`config.mk`:
```
export PLATFORM = sky130hd
export DESIGN_NAME = rom_load_sequencer
export DESIGN_NICKNAME = d
export VERILOG_FILES = /design/src/rtl/rom_load_pkg.sv /design/src/rtl/rom_load_skid.sv /design/src/rtl/rom_load_sequencer.sv
export SDC_FILE = /design/constraint.sdc
export NUM_CORES = 1
export LEC_CHECK = 0
export ABC_AREA = 1
export CAP_MARGIN = 40
export CORE_AREA = 8 8 96 98
export CTS_BUF_LIST = sky130_fd_sc_hd__clkbuf_16
export DETAILED_ROUTE_END_ITERATION = 8
export DIE_AREA = 0 0 104 106
export PLACE_DENSITY = 0.7
export SKIP_CTS_REPAIR_TIMING = 1
export SLEW_MARGIN = 15
export SYNTH_ARGS = -nofsm -noshare
export SYNTH_HDL_FRONTEND = slang
export SYNTH_HIERARCHICAL = 1
export SYNTH_SLANG_ARGS = --single-unit
```
`constraint.sdc`:
```
create_clock -name clk_sys -period 3.29 [get_ports clk_sys]
set_clock_uncertainty 0.05 [all_clocks]
set_input_delay 0.987 -clock clk_sys [delete_from_list [all_inputs] [get_ports clk_sys]]
set_output_delay 0.987 -clock clk_sys [all_outputs]
set_load 0.05 [all_outputs]
```
`src/rtl/rom_load_pkg.sv`:
```
// Shared types and constants for the ROM download sequencer.
package rom_load_pkg;

  localparam int unsigned IO_ADDR_W = 25;
  localparam int unsigned DN_ADDR_W = 17;
  localparam int unsigned DATA_W    = 8;
  localparam int unsigned CKSUM_W   = 16;

  localparam logic [7:0] IDX_ROM = 8'd0;
  localparam logic [7:0] IDX_DIP = 8'd254;

  typedef enum logic [2:0] {
    IDLE  = 3'd0,
    LOAD  = 3'd1,
    DRAIN = 3'd2,
    HOLD  = 3'd3,
    RUN   = 3'd4
  } state_t;

  // One ROM byte on its way to the write port
  typedef struct packed {
    logic [DN_ADDR_W-1:0] addr;
    logic [DATA_W-1:0]    data;
  } rom_beat_t;

endpackage

```
`src/rtl/rom_load_skid.sv`:
```
// One-entry buffer between the HPS download stream and the ROM write port;
// stalls the stream while a byte is held and the port is not ready.
module rom_load_skid
  import rom_load_pkg::*;
(
  input  logic      clk_sys,
  input  logic      reset_n,
  input  logic      capture,
  input  rom_beat_t beat_in,
  input  logic      dn_ready,
  output logic      dn_wr,
  output rom_beat_t beat_out,
  output logic      wait_c,
  output logic      xfer_c
);

  logic      valid_q;
  rom_beat_t beat_q;
  logic      accept_c;

  assign xfer_c   = valid_q && dn_ready;
  assign wait_c   = valid_q && !dn_ready;
  // A draining slot can be refilled in the same cycle, so only a stalled slot refuses
  assign accept_c = capture && !wait_c;

  always_ff @(posedge clk_sys or negedge reset_n) begin
    if (!reset_n) begin
      valid_q <= 1'b0;
      beat_q  <= '0;
    end else if (accept_c) begin
      valid_q <= 1'b1;
      beat_q  <= beat_in;
    end else if (xfer_c) begin
      valid_q <= 1'b0;
    end
  end

  assign dn_wr    = valid_q;
  assign beat_out = beat_q;

endmodule

```
`src/rtl/rom_load_sequencer.sv`:
```
// ROM download sequencer: routes the HPS stream into the ROM write port and
// DIP registers, and holds the core in reset around downloads.
// Optional checksum of transferred bytes: define ROM_LOAD_CKSUM_EN.
module rom_load_sequencer
  import rom_load_pkg::*;
#(
  parameter int unsigned ROM_SIZE    = 32'h0001_0000,
  parameter int unsigned HOLD_CYCLES = 16
) (
  input  logic                 clk_sys,
  input  logic                 reset_n,
  input  logic                 ioctl_download,
  input  logic                 ioctl_wr,
  input  logic [IO_ADDR_W-1:0] ioctl_addr,
  input  logic [DATA_W-1:0]    ioctl_dout,
  input  logic [7:0]           ioctl_index,
  output logic                 ioctl_wait,
  output logic [DN_ADDR_W-1:0] dn_addr,
  output logic [DATA_W-1:0]    dn_data,
  output logic                 dn_wr,
  input  logic                 dn_ready,
  input  logic                 reset_req,
  output logic                 core_reset,
  output logic [DATA_W-1:0]    dip_sw0,
  output logic [DATA_W-1:0]    dip_sw1,
  output logic                 load_done,
  output logic                 overflow,
  output logic [CKSUM_W-1:0]   cksum
);

  localparam int unsigned HOLD_W = (HOLD_CYCLES > 1) ? $clog2(HOLD_CYCLES) : 1;
  localparam logic [HOLD_W-1:0] HOLD_LAST = HOLD_W'(HOLD_CYCLES - 1);

  state_t            state_q, state_d;
  logic [HOLD_W-1:0] hold_cnt_q, hold_cnt_d;
  logic              load_entry_c, load_finish_c;
  logic              xfer_seen_q;

  logic      rom_wr_c, rom_in_range_c, capture_c, rom_ovf_c, dip_wr_c;
  logic      xfer_c, wait_c;
  rom_beat_t beat_in_c, beat_out;

  // Stream decode
  assign rom_wr_c       = ioctl_wr && (ioctl_index == IDX_ROM);
  assign rom_in_range_c = 32'(ioctl_addr) < ROM_SIZE;
  assign capture_c      = rom_wr_c && rom_in_range_c;
  assign rom_ovf_c      = rom_wr_c && !rom_in_range_c;
  assign dip_wr_c       = ioctl_wr && (ioctl_index == IDX_DIP)
                          && (ioctl_addr[IO_ADDR_W-1:1] == '0);

  assign beat_in_c.addr = ioctl_addr[DN_ADDR_W-1:0];
  assign beat_in_c.data = ioctl_dout;

  rom_load_skid u_skid (
    .clk_sys  (clk_sys),
    .reset_n  (reset_n),
    .capture  (capture_c),
    .beat_in  (beat_in_c),
    .dn_ready (dn_ready),
    .dn_wr    (dn_wr),
    .beat_out (beat_out),
    .wait_c   (wait_c),
    .xfer_c   (xfer_c)
  );

  assign ioctl_wait = wait_c;
  assign dn_addr    = beat_out.addr;
  assign dn_data    = beat_out.data;

  // State register
  always_ff @(posedge clk_sys or negedge reset_n) begin
    if (!reset_n) begin
      state_q    <= IDLE;
      hold_cnt_q <= '0;
    end else begin
      state_q    <= state_d;
      hold_cnt_q <= hold_cnt_d;
    end
  end

  // Next state; the hold counter runs only while staying in HOLD
  always_comb begin
    state_d       = state_q;
    hold_cnt_d    = '0;
    load_finish_c = 1'b0;
    load_entry_c  = 1'b0;
    case (state_q)
      IDLE:  if (load_done) state_d = HOLD;
      LOAD:  if (!ioctl_download) state_d = DRAIN;
      DRAIN: begin
        if (!dn_wr) begin
          state_d       = HOLD;
          load_finish_c = 1'b1;
        end
      end
      HOLD: begin
        if (hold_cnt_q == HOLD_LAST) state_d = RUN;
        else                         hold_cnt_d = hold_cnt_q + HOLD_W'(1);
      end
      RUN:     if (reset_req) state_d = HOLD;
      default: state_d = IDLE;
    endcase
    // A new download preempts everything, including a running hold
    if (ioctl_download) begin
      state_d       = LOAD;
      hold_cnt_d    = '0;
      load_finish_c = 1'b0;
      load_entry_c  = (state_q != LOAD);
    end
  end

  assign core_reset = (state_q != RUN) || reset_req;

  // Per-download status flags and DIP registers
  always_ff @(posedge clk_sys or negedge reset_n) begin
    if (!reset_n) begin
      xfer_seen_q <= 1'b0;
      load_done   <= 1'b0;
      overflow    <= 1'b0;
      dip_sw0     <= '0;
      dip_sw1     <= '0;
    end else begin
      if (load_entry_c)  xfer_seen_q <= 1'b0;
      else if (xfer_c)   xfer_seen_q <= 1'b1;

      if (load_entry_c)                      load_done <= 1'b0;
      else if (load_finish_c && xfer_seen_q) load_done <= 1'b1;

      if (rom_ovf_c)         overflow <= 1'b1;
      else if (load_entry_c) overflow <= 1'b0;

      if (dip_wr_c) begin
        if (ioctl_addr[0]) dip_sw1 <= ioctl_dout;
        else               dip_sw0 <= ioctl_dout;
      end
    end
  end

`ifdef ROM_LOAD_CKSUM_EN
  logic [CKSUM_W-1:0] cksum_q;

  // Wrap-around sum of bytes actually accepted by the ROM port
  always_ff @(posedge clk_sys or negedge reset_n) begin
    if (!reset_n)          cksum_q <= '0;
    else if (load_entry_c) cksum_q <= '0;
    else if (xfer_c)       cksum_q <= cksum_q + CKSUM_W'(beat_out.data);
  end

  assign cksum = cksum_q;
`else
  assign cksum = '0;
`endif

endmodule

```
==> impl_metrics.yaml, run 1 <==
timing:
  slew-limit-headroom_pct: 58.8
  period_minus_slack_ns: 2.82
  setup-tns-final_ns: 0
  rsz0062_at_grt: "false"
  worst_pin_slew_ns: 0.618
  fin_crit_sh_pct: 85.7
  clock.fmax_mhz: 355
  maxSlewViolCount: 0
  fin_hold_ws_ns: 0.419
  setup_violations: 0
  hold_viol_final: 0
clock_network:
  htreeDepth: 2
  cts-buffers-inserted: 5
  cts_max_path_buffers: 2
  clock-sinks: 52
  insertion_delay_ns: 0.28
  clk_pin_slew_ns: 0.07
  root_buffer: "clkbuf_16"
  cts_tree: "built"
outcome:
  status: "completed"
floorplanning:
  coreArea_um2: 7850
  io_pins: 109
  die_h_um: 106
  die-area_um2: 11000
  start_util_pct: 33.5
  rows: 33
  die_w_um: 104
synth:
  syn_area_um2: 2630
  postSynthAreaPerCell_um2: 8.58
  synth_common_cells: "nand2_1 (89), dfrtp_1 (52), nand3_1 (32)"
  ys_top_cells_by_area: "dfrtp_1 (50%), nand2_1 (13%), nand3_1 (6.1%)"
  ys_ff_latch: 52
  yosysSeqAreaShare_pct: 49.6
  synth_top_area_share_pct: 49.6
  synth.largest_area_cell: "dfrtp_1"
  synth.distinct_cells: 33
  synth-edff-count: 0
  synth_flop_cell: "dfrtp_1"
  yosysMostFrequentCell: "nand2_1"
  yosys_warnings: 6
  synthCells: 306
  async_reset_ff_share_pct: 100
placed_design:
  dp_hpwl_um: 5670
  gp_congestion: 0.799
  numPortBuffers: 92
worst_setup_path:
  start_kind: "primary input"
  timing.rr.start: "u_skid/dn_wr"
  timing.rr.end: "u_skid/beat_out[20]"
  path_max_fanout: 2
  cp.arrival_ns: 1.78
  worst-setup-path-type: "in -> out"
  r2r_setup_slack_ns: 1.87
  worst_ep_required_time_ns: 2.25
  worstRegToRegCells: 5
  cp-end-kind: "output port"
power_and_ir_drop:
  power.density_nw_per_um2: 399
  peakVddDrop_v: 0.000177
  leakage_nw: 1.82
detailed_routing:
  drc: 0
  drtPass1Iterations: 4
  ant_nets: 0
  drtIter0Drc: 87
  vias: 2289
  routedWlPerCell_um: 14.3
  routed_wl_um: 7190
  viasPerCell: 4.54
cells_and_area:
  fin_nets: 446
  n_antenna_cell: 0
  area_growth_pct: 42.3
  drive_above_1_share_pct: 11.8
  regArea_um2: 1300
  multiInputGateArea_um2: 1090
  n_fill_cell: 775
grt:
  antenna_found_initial: 0
  grtUsageTotal_pct: 13.0
  grt_pass1_wl_um: 11900
  grt_max_degree: 28
  top_usage_layer: "met2"
  use_met3_pct: 2.72
  use_met1_pct: 15.5
  overflow: 0
  grt_use_met2_pct: 22.6
  grt_pass1_vias: 2417
worst_hold_path:
  worstHoldStart: "hold_cnt_q[0]"
  hold_depth: 1
  hold_class: "reg -> reg"
  hold_end: "hold_cnt_q[0]"
job:
  maxCapViolations: 0
-- stage by stage --
stage	instances	cell area (um2)	worst slack [ns]	utilization, %	power, mW
after floorplan	321	2680	0.618	-	0.833
after global placement	496	3570	0.467	45.6	0.919
after detailed placement	496	3570	0.471	45.6	0.926
after CTS	504	3740	0.464	47.6	1.50
after global routing	504	3740	0.411	47.6	1.55
final	504	3740	0.470	47.6	1.49
-- where the power goes --
part	internal (mW)	switching, mW
registers	0.657	0.0209
clock network	0.354	0.221
logic	0.0895	0.147
-- final cells by class --
class / count / share of cell area (%)
flip-flops and latches: 52 / 34.8
multi-input cells: 224 / 29.1
repair buffers: 96 / 26.2
well taps: 105 / 3.52
clock buffers: 5 / 3.35
inverters: 19 / 2.04
clock inverters: 3 / 1.00
-- worst max-delay path by stage --
stage                      end  cells after the start  slack, ns      from
finish              ioctl_wait                      5       0.47  dn_ready
global route        ioctl_wait                      5       0.41  dn_ready
CTS                 ioctl_wait                      5       0.46  dn_ready
detailed placement  ioctl_wait                      5       0.47  dn_ready
global placement    ioctl_wait                      5       0.47  dn_ready
floorplan           ioctl_wait                      4       0.62  dn_ready
-- cells in the final DEF (no fill, tap or decap), types with 2 or more instances in the layout --
| cell type | count |
|---|---|
| o21ai_1 | 2 |
| nor3_2 | 2 |
| nand4_1 | 20 |
| conb_1 | 16 |
| nor3_1 | 2 |
| clkbuf_16 | 5 |
| dfrtp_1 | 52 |
| nand2_2 | 13 |
| buf_12 | 3 |
| clkdlybuf4s50_1 | 89 |
| nor2_1 | 29 |
| inv_2 | 7 |
| nand3_2 | 2 |
| buf_4 | 3 |
| inv_1 | 11 |
| clkinv_1 | 2 |
| nor2_2 | 4 |
| nand2_1 | 89 |
| nand3_1 | 32 |
-- flip-flops by register name, indices dropped and copies added (netlist names) --
register         cells
u_skid/beat_out     25
dip_sw0              8
dip_sw1              8
hold_cnt_q           4
state_q              3
load_done            1
overflow             1
u_skid/dn_wr         1
xfer_seen_q          1
-- metal layers --
metal | share of wire, % | routed length (um)
met5 | 0 | 0
met2 | 49 | 3550
met3 | 3.9 | 283
met4 | 2.2 | 157
met1 | 44 | 3200
-- worst max-delay path, stage by stage --
cell,delay (ns)
clkdlybuf4s50_1,0.49
inv_2,0.05
nand2_4,0.05
inv_1,0.06
buf_12,0.14
-- cell families (layout without fill, tap and decap cells) --
family / after synthesis / in the layout / synth area share [%]
other: 1 / 16 / 0.143
adders and majority gates: 1 / 1 / 0.477
buffers and inverters: 45 / 123 / 11.4
and+or+nand+nor: 199 / 199 / 36.5
AOI/OAI and AO/OA: 6 / 6 / 1.24
DFF: 52 / 52 / 49.6
xor gates and xnor gates: 2 / 2 / 0.667
(Power assumes the default switching activity.)
==> run 2, diff against run 1 <==
ABC_CLOCK_PERIOD_IN_PS = 3060   (was default)
clock period = 3.06 ns   (was 3.29 ns; I/O delays follow)
==> run 2 against run 1 <==
First-iteration DRC count rose by 110%. Sequential cell count did not move. Cell area rose by 0.60%. Clock power rose by 6.3%. Via count fell by 0.17%. Utilization rose by 0.29 points. Critical path type unchanged. Largest cell class unchanged. Highest routed layer unchanged.
==> impl_metrics.yaml, run 2 (synthesis gave the netlist of run 1 again) <==
outcome:
  status: "completed"
timing:
  setup_slack_ns: 0.363
  worst_pin_slew_ns: 0.584
  clock.fmax_mhz: 371
  period_minus_slack_ns: 2.70
  slew-limit-headroom_pct: 60.9
  fin_hold_ws_ns: 0.378
  rsz0062_at_grt: "false"
  setup_violations: 0
  fin_crit_sh_pct: 88.1
  setup-tns-final_ns: 0
  maxSlewViolCount: 0
  hold_viol_final: 0
detailed_routing:
  routedWlPerCell_um: 14.0
  ant_nets: 0
  routed_wl_um: 7120
  viasPerCell: 4.51
  drc: 0
  drtIter0Drc: 185
  vias: 2285
  drtPass1Iterations: 4
floorplanning:
  io_pins: 109
  coreArea_um2: 7850
  die_h_um: 106
  die-area_um2: 11000
  start_util_pct: 33.5
  rows: 33
  die_w_um: 104
clock_network:
  clock-sinks: 52
  htreeDepth: 2
  insertion_delay_ns: 0.28
  cts-buffers-inserted: 5
  cts_max_path_buffers: 2
  clk_pin_slew_ns: 0.07
  cts_tree: "built"
  root_buffer: "clkbuf_16"
placed_design:
  dp_hpwl_um: 5600
  gp_congestion: 0.807
  placed_area_um2: 3580
  numPortBuffers: 92
  dp_slack_ns: 0.344
cells_and_area:
  regArea_um2: 1300
  multiInputGateArea_um2: 1090
  drive_above_1_share_pct: 12.4
  area_growth_pct: 43.2
  n_fill_cell: 760
  final_cell_mix: "nand2_1 (89), clkdlybuf4s50_1 (89), dfrtp_1 (52)"
  final_cell_area_um2: 3760
  n_antenna_cell: 0
  fin_nets: 449
  largest_reg_flops: 25
worst_setup_path:
  timing.rr.start: "u_skid/dn_wr"
  r2r_setup_slack_ns: 1.62
  cp.arrival_ns: 1.73
  timing.rr.end: "u_skid/beat_out[16]"
  worst_ep_required_time_ns: 2.09
  start_kind: "primary input"
  crit_start: "dn_ready"
  worstRegToRegCells: 5
  path_max_fanout: 2
  cp-end-kind: "output port"
  endpoint: "ioctl_wait"
  worst-setup-path-type: "in -> out"
grt:
  overflow: 0
  grt_pass1_wl_um: 11800
  grtUsageTotal_pct: 12.9
  grt_pass1_vias: 2392
  grt_max_degree: 38
  antenna_found_initial: 0
power_and_ir_drop:
  power.density_nw_per_um2: 424
  peakVddDrop_v: 0.000183
  leakage_nw: 1.84
job:
  maxCapViolations: 0
worst_hold_path:
  hold_class: "in -> async"
## run 2: how the worst min path moves through the flow
stage | start | endpoint | slack (ns) | cells after the start
finish | reset_n | u_skid/beat_out[0] | 0.38 | 1
global route | reset_n | u_skid/beat_out[0] | 0.37 | 1
CTS | hold_cnt_q[0] | hold_cnt_q[0] | 0.41 | 1
detailed placement | hold_cnt_q[0] | hold_cnt_q[0] | 0.40 | 1
global placement | hold_cnt_q[0] | hold_cnt_q[0] | 0.40 | 1
floorplan | hold_cnt_q[0] | hold_cnt_q[0] | 0.38 | 1
## run 2: per-layer routing
| metal | vias to the layer above | wire length (um) | track usage [%] |
|---|---|---|---|
| met5 | - | 0 | 0 |
| met4 | 0 | 96 | 4.45 |
| met3 | 8 | 340 | 2.60 |
| met2 | 88 | 3580 | 22.3 |
| met1 | 1037 | 3100 | 15.7 |
| li1 | 1152 | - | - |
## run 2: area by class of cell
class,count,share of cell area (%)
clock buffers,5,3.33
flip-flops and latches,52,34.6
well taps,105,3.50
multi-input cells,224,28.9
inverters,19,2.03
clock inverters,3,0.999
repair buffers,99,26.6
## run 2: power breakdown
group	switching (mW)	leakage [nW]	internal, mW
sequential	0.0217	0.722	0.706
clock	0.231	0.0789	0.380
combinational	0.157	1.04	0.0988
total	0.410	1.84	1.19
## run 2: stage by stage
stage	total power, mW	instances	utilization, %
floorplan	0.895	321	-
global placement	0.988	498	45.6
detailed placement	0.995	498	45.6
CTS	1.61	506	47.7
global route	1.67	507	47.9
finish	1.60	507	47.9
## run 2: worst max-delay path: stages
cell	delay [ns]
clkdlybuf4s50_1	0.50
inv_2	0.05
nand2_4	0.05
inv_1	0.07
buf_12	0.15
